File: src/rtl/light_sequencer_if.sv
// Phase-controller bundle between the light sequencer and its phase counter / pedestrian button.
// The master side is the sequencer; the slave side is the counter and button environment.
interface light_sequencer_if #(
   parameter int CW = 4
);
   logic          pedestrian;
   logic [CW-1:0] counter_reg;
   logic [1:0]    currColour;
   logic          count_rst;
   logic          lamp_red;
   logic          lamp_amber;
   logic          lamp_green;
   logic          walk;
   logic          ped_wait;

   modport master (
      input  pedestrian, counter_reg,
      output currColour, count_rst, lamp_red, lamp_amber, lamp_green, walk, ped_wait
   );

   modport slave (
      output pedestrian, counter_reg,
      input  currColour, count_rst, lamp_red, lamp_amber, lamp_green, walk, ped_wait
   );
endinterface

File: src/rtl/light_sequencer.sv
// Traffic-light phase controller: RED -> GREEN -> AMBER -> RED, driven by an external phase counter.
// All outputs registered; one-cycle count_rst pulse on every phase change; pedestrian requests shorten GREEN.
module light_sequencer #(
   parameter int CW         = 4,
   parameter int RED_TERM   = 9,
   parameter int GREEN_TERM = 7,
   parameter int AMBER_TERM = 3,
   parameter int GREEN_MIN  = 3
) (
   input  logic               second_clk,
   input  logic               reset,
   light_sequencer_if.master  bus
);
   typedef enum logic [1:0] {
      RED     = 2'b00,
      AMBER   = 2'b01,
      ILLEGAL = 2'b10,
      GREEN   = 2'b11
   } state_t;

   localparam logic [CW-1:0] RED_T   = CW'(RED_TERM);
   localparam logic [CW-1:0] GREEN_T = CW'(GREEN_TERM);
   localparam logic [CW-1:0] AMBER_T = CW'(AMBER_TERM);
   localparam logic [CW-1:0] GMIN_T  = CW'(GREEN_MIN);

   state_t     state_q, state_d;
   logic       count_rst_q, count_rst_d;
   logic       walk_q, walk_d;
   logic       ped_req_q, ped_req_d;
   logic [2:0] lamps_q, lamps_d;   // {red, amber, green}
   logic       ped_pending;
   logic       can_adv;

   always_comb begin
      state_d     = state_q;
      walk_d      = walk_q;
      // The button is ignored while the walk lamp is lit.
      ped_pending = ped_req_q | (bus.pedestrian & ~walk_q);
      ped_req_d   = ped_pending;
      can_adv     = ~count_rst_q;

      case (state_q)
         RED: begin
            if (can_adv && bus.counter_reg == RED_T) begin
               state_d = GREEN;
               walk_d  = 1'b0;
            end
         end
         GREEN: begin
            if (can_adv && (bus.counter_reg == GREEN_T ||
                            (ped_pending && bus.counter_reg >= GMIN_T &&
                             bus.counter_reg <= GREEN_T))) begin
               state_d = AMBER;
            end
         end
         AMBER: begin
            if (can_adv && bus.counter_reg == AMBER_T) begin
               state_d   = RED;
               walk_d    = ped_req_q | bus.pedestrian;
               ped_req_d = 1'b0;
            end
         end
         ILLEGAL: begin
            state_d = RED;
         end
      endcase

      count_rst_d = (state_d != state_q);
      lamps_d     = {state_d == RED, state_d == AMBER, state_d == GREEN};
   end

   always_ff @(posedge second_clk) begin
      if (reset) begin
         state_q     <= RED;
         count_rst_q <= 1'b1;
         walk_q      <= 1'b0;
         ped_req_q   <= 1'b0;
         lamps_q     <= 3'b100;
      end else begin
         state_q     <= state_d;
         count_rst_q <= count_rst_d;
         walk_q      <= walk_d;
         ped_req_q   <= ped_req_d;
         lamps_q     <= lamps_d;
      end
   end

   assign bus.currColour = state_q;
   assign bus.count_rst  = count_rst_q;
   assign bus.lamp_red   = lamps_q[2];
   assign bus.lamp_amber = lamps_q[1];
   assign bus.lamp_green = lamps_q[0];
   assign bus.walk       = walk_q;
   assign bus.ped_wait   = ped_req_q;
endmodule
File: src/flat_wrapper.sv
// flat-port wrapper written by rule: the top's interface ports become plain ports
module light_sequencer_flat 
#(
   parameter int CW         = 4,
   parameter int RED_TERM   = 9,
   parameter int GREEN_TERM = 7,
   parameter int AMBER_TERM = 3,
   parameter int GREEN_MIN  = 3
)
  (second_clk, reset, bus_pedestrian, bus_counter_reg, bus_currColour, bus_count_rst, bus_lamp_red, bus_lamp_amber, bus_lamp_green, bus_walk, bus_ped_wait);
  light_sequencer_if #(.CW(CW)) bus_i ();
  input  logic second_clk;
  input  logic reset;
  input wire logic [$bits(bus_i.pedestrian)-1:0] bus_pedestrian;
  input wire logic [$bits(bus_i.counter_reg)-1:0] bus_counter_reg;
  output wire logic [$bits(bus_i.currColour)-1:0] bus_currColour;
  output wire logic [$bits(bus_i.count_rst)-1:0] bus_count_rst;
  output wire logic [$bits(bus_i.lamp_red)-1:0] bus_lamp_red;
  output wire logic [$bits(bus_i.lamp_amber)-1:0] bus_lamp_amber;
  output wire logic [$bits(bus_i.lamp_green)-1:0] bus_lamp_green;
  output wire logic [$bits(bus_i.walk)-1:0] bus_walk;
  output wire logic [$bits(bus_i.ped_wait)-1:0] bus_ped_wait;
  assign bus_i.pedestrian = bus_pedestrian;
  assign bus_i.counter_reg = bus_counter_reg;
  assign bus_currColour = bus_i.currColour;
  assign bus_count_rst = bus_i.count_rst;
  assign bus_lamp_red = bus_i.lamp_red;
  assign bus_lamp_amber = bus_i.lamp_amber;
  assign bus_lamp_green = bus_i.lamp_green;
  assign bus_walk = bus_i.walk;
  assign bus_ped_wait = bus_i.ped_wait;
  light_sequencer #(.CW(CW), .RED_TERM(RED_TERM), .GREEN_TERM(GREEN_TERM), .AMBER_TERM(AMBER_TERM), .GREEN_MIN(GREEN_MIN)) u_core (.second_clk(second_clk), .reset(reset), .bus(bus_i));
endmodule
File: config.mk
export PLATFORM = sky130hd
export DESIGN_NAME = light_sequencer_flat
export DESIGN_NICKNAME = d
export VERILOG_FILES = /design/src/rtl/light_sequencer_if.sv /design/src/rtl/light_sequencer.sv /design/src/flat_wrapper.sv
export SDC_FILE = /design/constraint.sdc
export NUM_CORES = 1
export LEC_CHECK = 0
export CORE_MARGIN = 2
export CORE_UTILIZATION = 27
export DETAILED_ROUTE_END_ITERATION = 10
export SLEW_MARGIN = 25
export SYNTH_ARGS = -nofsm -noshare
export SYNTH_HDL_FRONTEND = slang
export SYNTH_SLANG_ARGS = --single-unit
File: constraint.sdc
create_clock -name second_clk -period 1.3 [get_ports second_clk]
set_input_delay 0.195 -clock second_clk [delete_from_list [all_inputs] [get_ports second_clk]]
set_output_delay 0.195 -clock second_clk [all_outputs]
set_load 0.05 [all_outputs]
==> impl_metrics.csv, run 1 <==
group,metric,value,unit
timing,final_max_slew_viol_count,0,
cts,cts_made_buffers,3,
pwr,comb_power_share,0.229,
worst_setup_path,cp-end-kind,"register",
routing,vias_per_cell,4.95,
pwr,p_sw,0.168,mW
pwr,ir_drop,0.292,mV
global_route,grt_max_degree,6,
routing,post_drt_wl_per_cell,12.3,µm
die,start_util,0.287,
synth,synth_cell_types,21,
worst_setup_path,crit_type,"register to register",
timing,timing.final.crit_share,1.03,
die,ios,15,
global_route,grt_pass1_vias,351,
synth,avgSynthCellArea,9.46,µm²
cts,clk_path_buf_depth,2,
routing,dr.pass1.iters,4,
layout,utilization,0.564,
placed_design,dpl.hpwl,770,µm
timing,timing.final.ws_setup,-0.0399,ns
cts,htree_num_levels,1,
layout,layout.cells.non_filler,80,
placed_design,place_congestion,0.739,
min_path,hp-class,"register to register",
routing,wl,982,µm
timing,final.setup.tns,-0.168,ns
timing,rsz0062_at_grt,"yes",
routing,first_iter_violations,28,
cts,post_cts_buffers,0,
cts,cts_sinks,8,
layout,n_antenna_cell,0,
worst_setup_path,critPathLaunchType,"register",
global_route,grt_busiest_layer,"met2",
layout,layout-drive-gt1-share,0.446,
routing,vias,396,
pwr,design_power_total,0.609,mW
global_route,grt_overflow,0,
placed_design,place_area,678,µm²
layout,layout_commonest_cell,"buf_4",
layout,final.fill_count,105,
synth,syn_nets,46,
die,die_y,41.0,µm
timing,period_needed,1.34,ns
global_route,grt.total_usage,0.135,
run,maxCapViolations,0,
global_route,grt_pass1_wl,1440,µm
synth,synthTopCellsByArea,"dfxtp_1 (43%), o31ai_4 (5.8%), o311ai_2 (4.4%)",
layout,final-seq-area,166,µm²
synth,syn_area,369,µm²
pwr,p_sw_frac,0.277,
die,die_area,1680,µm²
pwr,power.density,840,nW/µm²
global_route,use_met2,0.207,
layout,multi_input_comb_area,223,µm²
die,placementRows,13,
timing,setup_viol,6,
worst_setup_path,arrival,1.49,ns
worst_setup_path,reg2reg_setup_slack,-0.04,ns
global_route,use_met3,0.0163,
layout,mostFrequentLayoutCells,"buf_4 (9), buf_12 (8), clkdlybuf4s50_1 (5), dfxtp_1 (5), nor2_1 (4)",
timing,holdWs,0.502,ns
pwr,p_leak,0.278,nW
layout,nets,73,
layout,area_growth,96.3,%
synth,syn_inst,39,
synth,yosys.area.top_type,"dfxtp_1",
routing,ant_nets,0,
timing,clock.fmax,746,MHz
synth,yosysSeqAreaShare,0.434,
worst_setup_path,worstPathMaxFanout,4,
die,coreArea,1280,µm²
cts,clk_pin_slew_worst_paths,0.06,ns
status,outcome,"complete, but fails checks",
cts,cts_root_buf,"clkbuf_4",
placed_design,dp_cells,76,
die,fp.dieW,41.0,µm
status,violations,"negative setup slack",
global_route,antenna_found_initial,0,
layout,finalInstanceArea,724,µm²
cts,holdBufCountCts,0,
placed_design,io_buffers,14,
synth,ys_ff_latch,8,
routing,drcViolationCount,0,
worst_setup_path,required,1.45,ns
timing,tightest_slew,0.323,ns
synth,yosys_warnings,0,
global_route,use_met1,0.170,
timing,hold_violations,0,
timing,skew,0.00591,ns
cts,insertion_delay,0.26,ns
placed_design,place_ws,-0.422,ns
pwr,seqPwrFrac,0.426,
cts,cts_tree,"done",
timing,slew_headroom,0.783,
pwr,clockPowerShare,0.345,
pwr,internal_power,0.440,mW
synth,yosysTopAreaCellShare,0.434,
==> synth_stat cells <==
cell	count
and3_1	1
a21oi_1	3
o21a_1	1
inv_1	1
nand3_1	1
a21o_1	2
o21ai_1	2
buf_1	1
nor3_1	2
o311ai_2	1
nand2b_1	1
nor2_1	4
or3_4	1
nor4_1	2
a211oi_1	2
nand2_1	2
a22oi_2	1
nor2b_1	1
o2111ai_1	1
dfxtp_1	8
o31ai_4	1
==> final timing paths <==
kind / cells after the start / start / to
setup reg to reg: 4 / u_core.bus.currColour[1] / u_core.lamps_q[2]
hold / removal: 2 / u_core.bus.walk / u_core.bus.walk
hold reg to reg: 2 / u_core.bus.walk / u_core.bus.walk
setup / recovery: 4 / u_core.bus.currColour[1] / u_core.lamps_q[2]
==> state kept, by name, summed over array words and instances, names as in the netlist <==
register               count
u_core.bus.count_rst       1
u_core.bus.currColour      2
u_core.bus.ped_wait        1
u_core.bus.walk            1
u_core.lamps_q             3
==> power by group through the flow <==
stage               combinational (mW)  sequential (mW)  clock (mW)
floorplan                       0.0323            0.287           0
global placement                 0.134            0.264           0
detailed placement               0.134            0.264           0
CTS                              0.140            0.260       0.216
global route                     0.147            0.260       0.235
finish                           0.139            0.259       0.210
==> kinds of logic (layout without fill, tap and decap cells) <==
group                  after synthesis  count (layout)  share of synthesized area
AOI/OAI and AO/OA                   14              14                      0.329
DFF                                  8               8                      0.434
and+or+nand+nor                     15              15                      0.217
buffers and inverters                2              28                     0.0203
==> what timing repair did <==
action,CTS,global route
endpoints found under the setup margin,7,8
pin swaps,5,0
resized for setup,4,0
==> area by class of cell <==
class / instances / area share
clock buffer: 4 / 0.0363
inverter: 1 / 0.00518
multi-input combinational: 29 / 0.307
timing repair buffer: 23 / 0.396
sequential: 8 / 0.230
tap: 15 / 0.0259
==> critical path, stage by stage (launching register included) <==
cell	delay [ns]
dfxtp_4	0.34
or3_4	0.41
nor4_2	0.22
inv_1	0.11
a21o_1	0.16
==> layer usage <==
layer,up-vias,share of wire,wire (µm)
li1,200,-,-
met1,179,0.43,421
met2,15,0.49,478
met3,2,0.065,64
met4,0,0.018,18
met5,-,0,0
Power figures use the tool's default switching activity.
==> run 2: changes to the inputs <==
--- a/config.mk
+++ b/config.mk
@@ -8,6 +8,7 @@
 export CORE_MARGIN = 2
 export CORE_UTILIZATION = 27
 export DETAILED_ROUTE_END_ITERATION = 10
+export GPL_TIMING_DRIVEN = 0
 export SLEW_MARGIN = 25
 export SYNTH_ARGS = -nofsm -noshare
 export SYNTH_HDL_FRONTEND = slang
==> impl_metrics.csv, run 2 (synthesis gave the netlist of run 1 again) <==
group,metric,value,unit
status,outcome,"complete, but fails checks",
status,violations,"negative setup slack",
die,die_area,1680,µm²
worst_setup_path,crit_type,"register to register",
cts,cts_root_buf,"clkbuf_4",
timing,slew_headroom,0.677,
run,maxCapViolations,0,
layout,n_antenna_cell,0,
layout,layout-drive-gt1-share,0.417,
worst_setup_path,required,1.48,ns
worst_setup_path,crit_path_start,"u_core.bus.currColour[1]",
timing,period_needed,1.41,ns
timing,hold_violations,0,
layout,final.fill_count,128,
placed_design,dpl.hpwl,596,µm
timing,setup_viol,7,
routing,ant_nets,0,
die,ios,15,
worst_setup_path,cp-end-kind,"register",
global_route,use_met3,0.0163,
die,placementRows,13,
timing,timing.final.ws_setup,-0.110,ns
global_route,grt.total_usage,0.127,
die,coreArea,1280,µm²
routing,vias_per_cell,4.96,
global_route,grt_overflow,0,
pwr,power.density,938,nW/µm²
worst_setup_path,crit_end,"u_core.bus.count_rst",
layout,nets,68,
worst_setup_path,r2r_start,"u_core.bus.currColour[1]",
pwr,design_power_total,0.578,mW
layout,area_growth,67.1,%
worst_setup_path,worstPathMaxFanout,5,
timing,timing.final.crit_share,1.08,
placed_design,io_buffers,13,
worst_setup_path,reg2reg_to,"u_core.bus.count_rst",
placed_design,place_congestion,0.643,
routing,drcViolationCount,0,
global_route,antenna_found_initial,0,
cts,insertion_delay,0.26,ns
timing,final_max_slew_viol_count,0,
worst_setup_path,reg2reg_setup_slack,-0.11,ns
placed_design,place_ws,-0.548,ns
pwr,ir_drop,0.479,mV
global_route,use_met1,0.147,
timing,skew,0.00931,ns
cts,holdBufCountCts,0,
global_route,grt_max_degree,10,
routing,dr.pass1.iters,2,
timing,clock.fmax,709,MHz
global_route,grt_pass1_vias,322,
routing,first_iter_violations,5,
cts,cts_made_buffers,3,
global_route,grt_pass1_wl,1340,µm
cts,htree_num_levels,1,
cts,cts_sinks,8,
die,start_util,0.287,
cts,clk_path_buf_depth,2,
layout,regMostFlops,"u_core.lamps_q",
worst_setup_path,reg2reg_depth,4,
timing,rsz0062_at_grt,"yes",
pwr,p_leak,0.228,nW
cts,cts_tree,"done",
layout,mostFrequentLayoutCells,"nor2_1 (4), buf_4 (4), dfxtp_1 (4)",
routing,post_drt_wl_per_cell,12.3,µm
worst_setup_path,critPathLaunchType,"register",
worst_setup_path,arrival,1.59,ns
routing,wl,919,µm
layout,largest_reg_flops,3,
routing,vias,372,
global_route,use_met2,0.195,
global_route,grt_busiest_layer,"met2",
cts,clk_pin_slew_worst_paths,0.06,ns
min_path,hp-class,"input port to register",
die,die_y,41.0,µm
timing,holdWs,0.294,ns
timing,tightest_slew,0.486,ns
die,fp.dieW,41.0,µm
run 2: changes by cell type in the layout (fill, tap and decap cells not counted), moves of 2 or more:
cell	delta
buf_12	-8
dlygate4sd2_1	+2
clkdlybuf4s15_2	+2
buf_4	-5
clkdlybuf4s50_1	-2
clkdlybuf4s15_1	+2
buf_2	+2
nor3_1	-2
run 2: metal layers:
metal / wire [µm] / share of wire
met4: 19 / 0.021
met3: 50 / 0.054
met2: 453 / 0.49
met1: 394 / 0.43
met5: 0 / 0
run 2: worst min path at each step:
stage                                         from                  endpoint  slack, ns  cells after the start
after floorplan                     bus_pedestrian           u_core.bus.walk       0.40                      2
final                                        reset  u_core.bus.currColour[1]       0.29                      2
after global routing                         reset  u_core.bus.currColour[1]       0.33                      2
after CTS                                    reset  u_core.bus.currColour[1]       0.29                      2
after detailed placement  u_core.bus.currColour[1]         u_core.lamps_q[1]       0.46                      1
after global placement    u_core.bus.currColour[1]         u_core.lamps_q[1]       0.47                      1
run 2: cell type report:
type                       count  area (µm²)  share of cell area
timing repair buffer          17         149               0.241
clock buffer                   4        26.3              0.0426
multi-input combinational     29         248               0.402
inverter                       1        3.75             0.00609
tap                           15        18.8              0.0304
sequential                     8         168               0.272
buffer                         1        3.75             0.00609
run 2: critical path: stages, from the launching register on:
cell and delay [ns]:
dfxtp_4 0.34, or3_4 0.42, o31ai_4 0.28, nor2_1 0.10, a22oi_2 0.18
run 2: through the flow:
| stage | TNS [ns] | utilization | instance area (µm²) | cells |
|---|---|---|---|---|
| 6_report | -0.486 | 0.480 | 617 | 75 |
| 5_1_grt | -0.855 | 0.480 | 617 | 75 |
| 4_1_cts | -0.655 | 0.476 | 612 | 75 |
| 3_5_place_dp | -3.93 | 0.408 | 524 | 67 |
| 3_3_place_gp | -3.88 | 0.408 | 524 | 67 |
| 2_1_floorplan | -0.438 | - | 375 | 39 |
run 2: report_power, final:
part           switching (mW)  total (mW)  internal [mW]
clock network          0.0926       0.211          0.118
registers             0.00808       0.259          0.251
logic                  0.0674       0.109         0.0411
total                   0.168       0.578          0.410
run 2: timing repair:
item | 4_1_cts | 5_1_grt
resized for setup | 25 | 11
setup buffers | 4 | 0
cloned | 0 | 0
pin swaps | 5 | 3
setup endpoints to repair | 15 | 13
==> run 3: changes to the inputs <==
--- a/config.mk
+++ b/config.mk
@@ -8,6 +8,7 @@
 export CORE_MARGIN = 2
 export CORE_UTILIZATION = 27
 export DETAILED_ROUTE_END_ITERATION = 10
+export DONT_BUFFER_PORTS = 1
 export GPL_TIMING_DRIVEN = 0
 export SLEW_MARGIN = 25
 export SYNTH_ARGS = -nofsm -noshare
==> impl_metrics.csv, run 3 (synthesis gave the netlist of run 1 again) <==
group,metric,value,unit
status,outcome,"complete, but fails checks",
status,violations,"negative setup slack",
die,start_util,0.287,
die,coreArea,1280,µm²
routing,first_iter_violations,7,
global_route,grt.total_usage,0.114,
layout,nets,53,
pwr,ir_drop,0.315,mV
timing,final_max_slew_viol_count,0,
worst_setup_path,worstPathMaxFanout,5,
global_route,grt_max_degree,10,
cts,cts_tree,"done",
global_route,grt_pass1_vias,303,
pwr,p_leak,0.149,nW
run,maxCapViolations,0,
die,die_y,41.0,µm
global_route,antenna_found_initial,0,
timing,holdWs,0.161,ns
timing,period_needed,1.44,ns
timing,rsz0062_at_grt,"yes",
worst_setup_path,cp-end-kind,"register",
timing,hold_violations,0,
die,fp.dieW,41.0,µm
global_route,grt_overflow,0,
placed_design,io_buffers,0,
cts,cts_root_buf,"clkbuf_4",
placed_design,place_congestion,0.668,
timing,skew,0.00550,ns
routing,post_drt_wl_per_cell,14.8,µm
min_path,hp-class,"input port to register",
layout,layout-drive-gt1-share,0.422,
routing,wl,886,µm
timing,tightest_slew,0.481,ns
cts,clk_pin_slew_worst_paths,0.06,ns
worst_setup_path,arrival,1.58,ns
layout,n_antenna_cell,0,
pwr,design_power_total,0.539,mW
cts,clk_path_buf_depth,2,
routing,dr.pass1.iters,3,
routing,ant_nets,0,
worst_setup_path,crit_type,"register to register",
die,placementRows,13,
cts,cts_made_buffers,3,
timing,timing.final.ws_setup,-0.136,ns
layout,regMostFlops,"u_core.lamps_q",
cts,htree_num_levels,1,
routing,vias,326,
routing,vias_per_cell,5.43,
timing,timing.final.crit_share,1.10,
timing,slew_headroom,0.679,
pwr,power.density,1130,nW/µm²
layout,multi_input_comb_area,238,µm²
routing,drcViolationCount,0,
layout,area_growth,29.2,%
layout,final.fill_count,138,
layout,mostFrequentLayoutCells,"nor2_1 (4), a21oi_2 (3), clkbuf_4 (3), dfxtp_2 (3), dfxtp_1 (3)",
timing,clock.fmax,696,MHz
worst_setup_path,critPathLaunchType,"register",
global_route,grt_pass1_wl,1240,µm
worst_setup_path,required,1.44,ns
layout,largest_reg_flops,3,
layout,final-seq-area,171,µm²
layout,layout_commonest_cell,"nor2_1",
cts,cts_sinks,8,
cts,insertion_delay,0.25,ns
die,ios,15,
die,die_area,1680,µm²
timing,setup_viol,8,
==> run 3: critical path, cell delays in order, from the launching register on <==
cell and delay, ns:
dfxtp_4 0.41, or3_4 0.43, o31ai_4 0.26, o21a_1 0.18, o21ai_1 0.06
==> run 3: power breakdown <==
part | total [mW] | internal, mW | switching, mW
Clock | 0.206 | 0.118 | 0.0883
Combinational | 0.0484 | 0.0204 | 0.0280
Sequential | 0.284 | 0.250 | 0.0344
==> run 3: final cells by class <==
class                           instances  share of cell area
Timing Repair Buffer                    2              0.0315
Inverter                                1             0.00787
Tap cell                               15              0.0394
Multi-Input combinational cell         29               0.499
Buffer                                  1             0.00787
Clock buffer                            4              0.0551
Sequential cell                         8               0.360
==> run 3: final timing paths <==
kind	from	to	slack, ns	depth (start not counted)
setup / recovery	u_core.bus.currColour[1]	u_core.bus.walk	-0.14	4
hold / removal	bus_pedestrian	u_core.bus.walk	0.16	2
setup reg to reg	u_core.bus.currColour[1]	u_core.bus.walk	-0.14	4
hold reg to reg	u_core.bus.currColour[1]	u_core.lamps_q[1]	0.59	1
==> run 3: metrics by stage <==
| step | util | std cells | setup slack (ns) | TNS [ns] | instance area, µm² |
|---|---|---|---|---|---|
| floorplan | - | 39 | -0.118 | -0.438 | 375 |
| global placement | 0.307 | 54 | -0.245 | -1.22 | 394 |
| detailed placement | 0.307 | 54 | -0.197 | -1.09 | 394 |
| CTS | 0.342 | 59 | -0.202 | -1.09 | 439 |
| global route | 0.371 | 60 | -0.210 | -1.28 | 477 |
| finish | 0.371 | 60 | -0.136 | -0.826 | 477 |
==> run 3: repair_timing <==
action	in CTS	in global routing
pin swaps	0	4
setup endpoints to repair	8	8
resized for setup	3	7
buffers inserted	1	1
hold buffers	0	0
==> run 3: layer usage <==
metal,vias to the layer above,GRT usage,wire [µm]
met5,-,0,0
met4,0,0.0750,0
met3,0,0.0163,52
met2,13,0.188,471
met1,150,0.136,361
li1,163,-,-
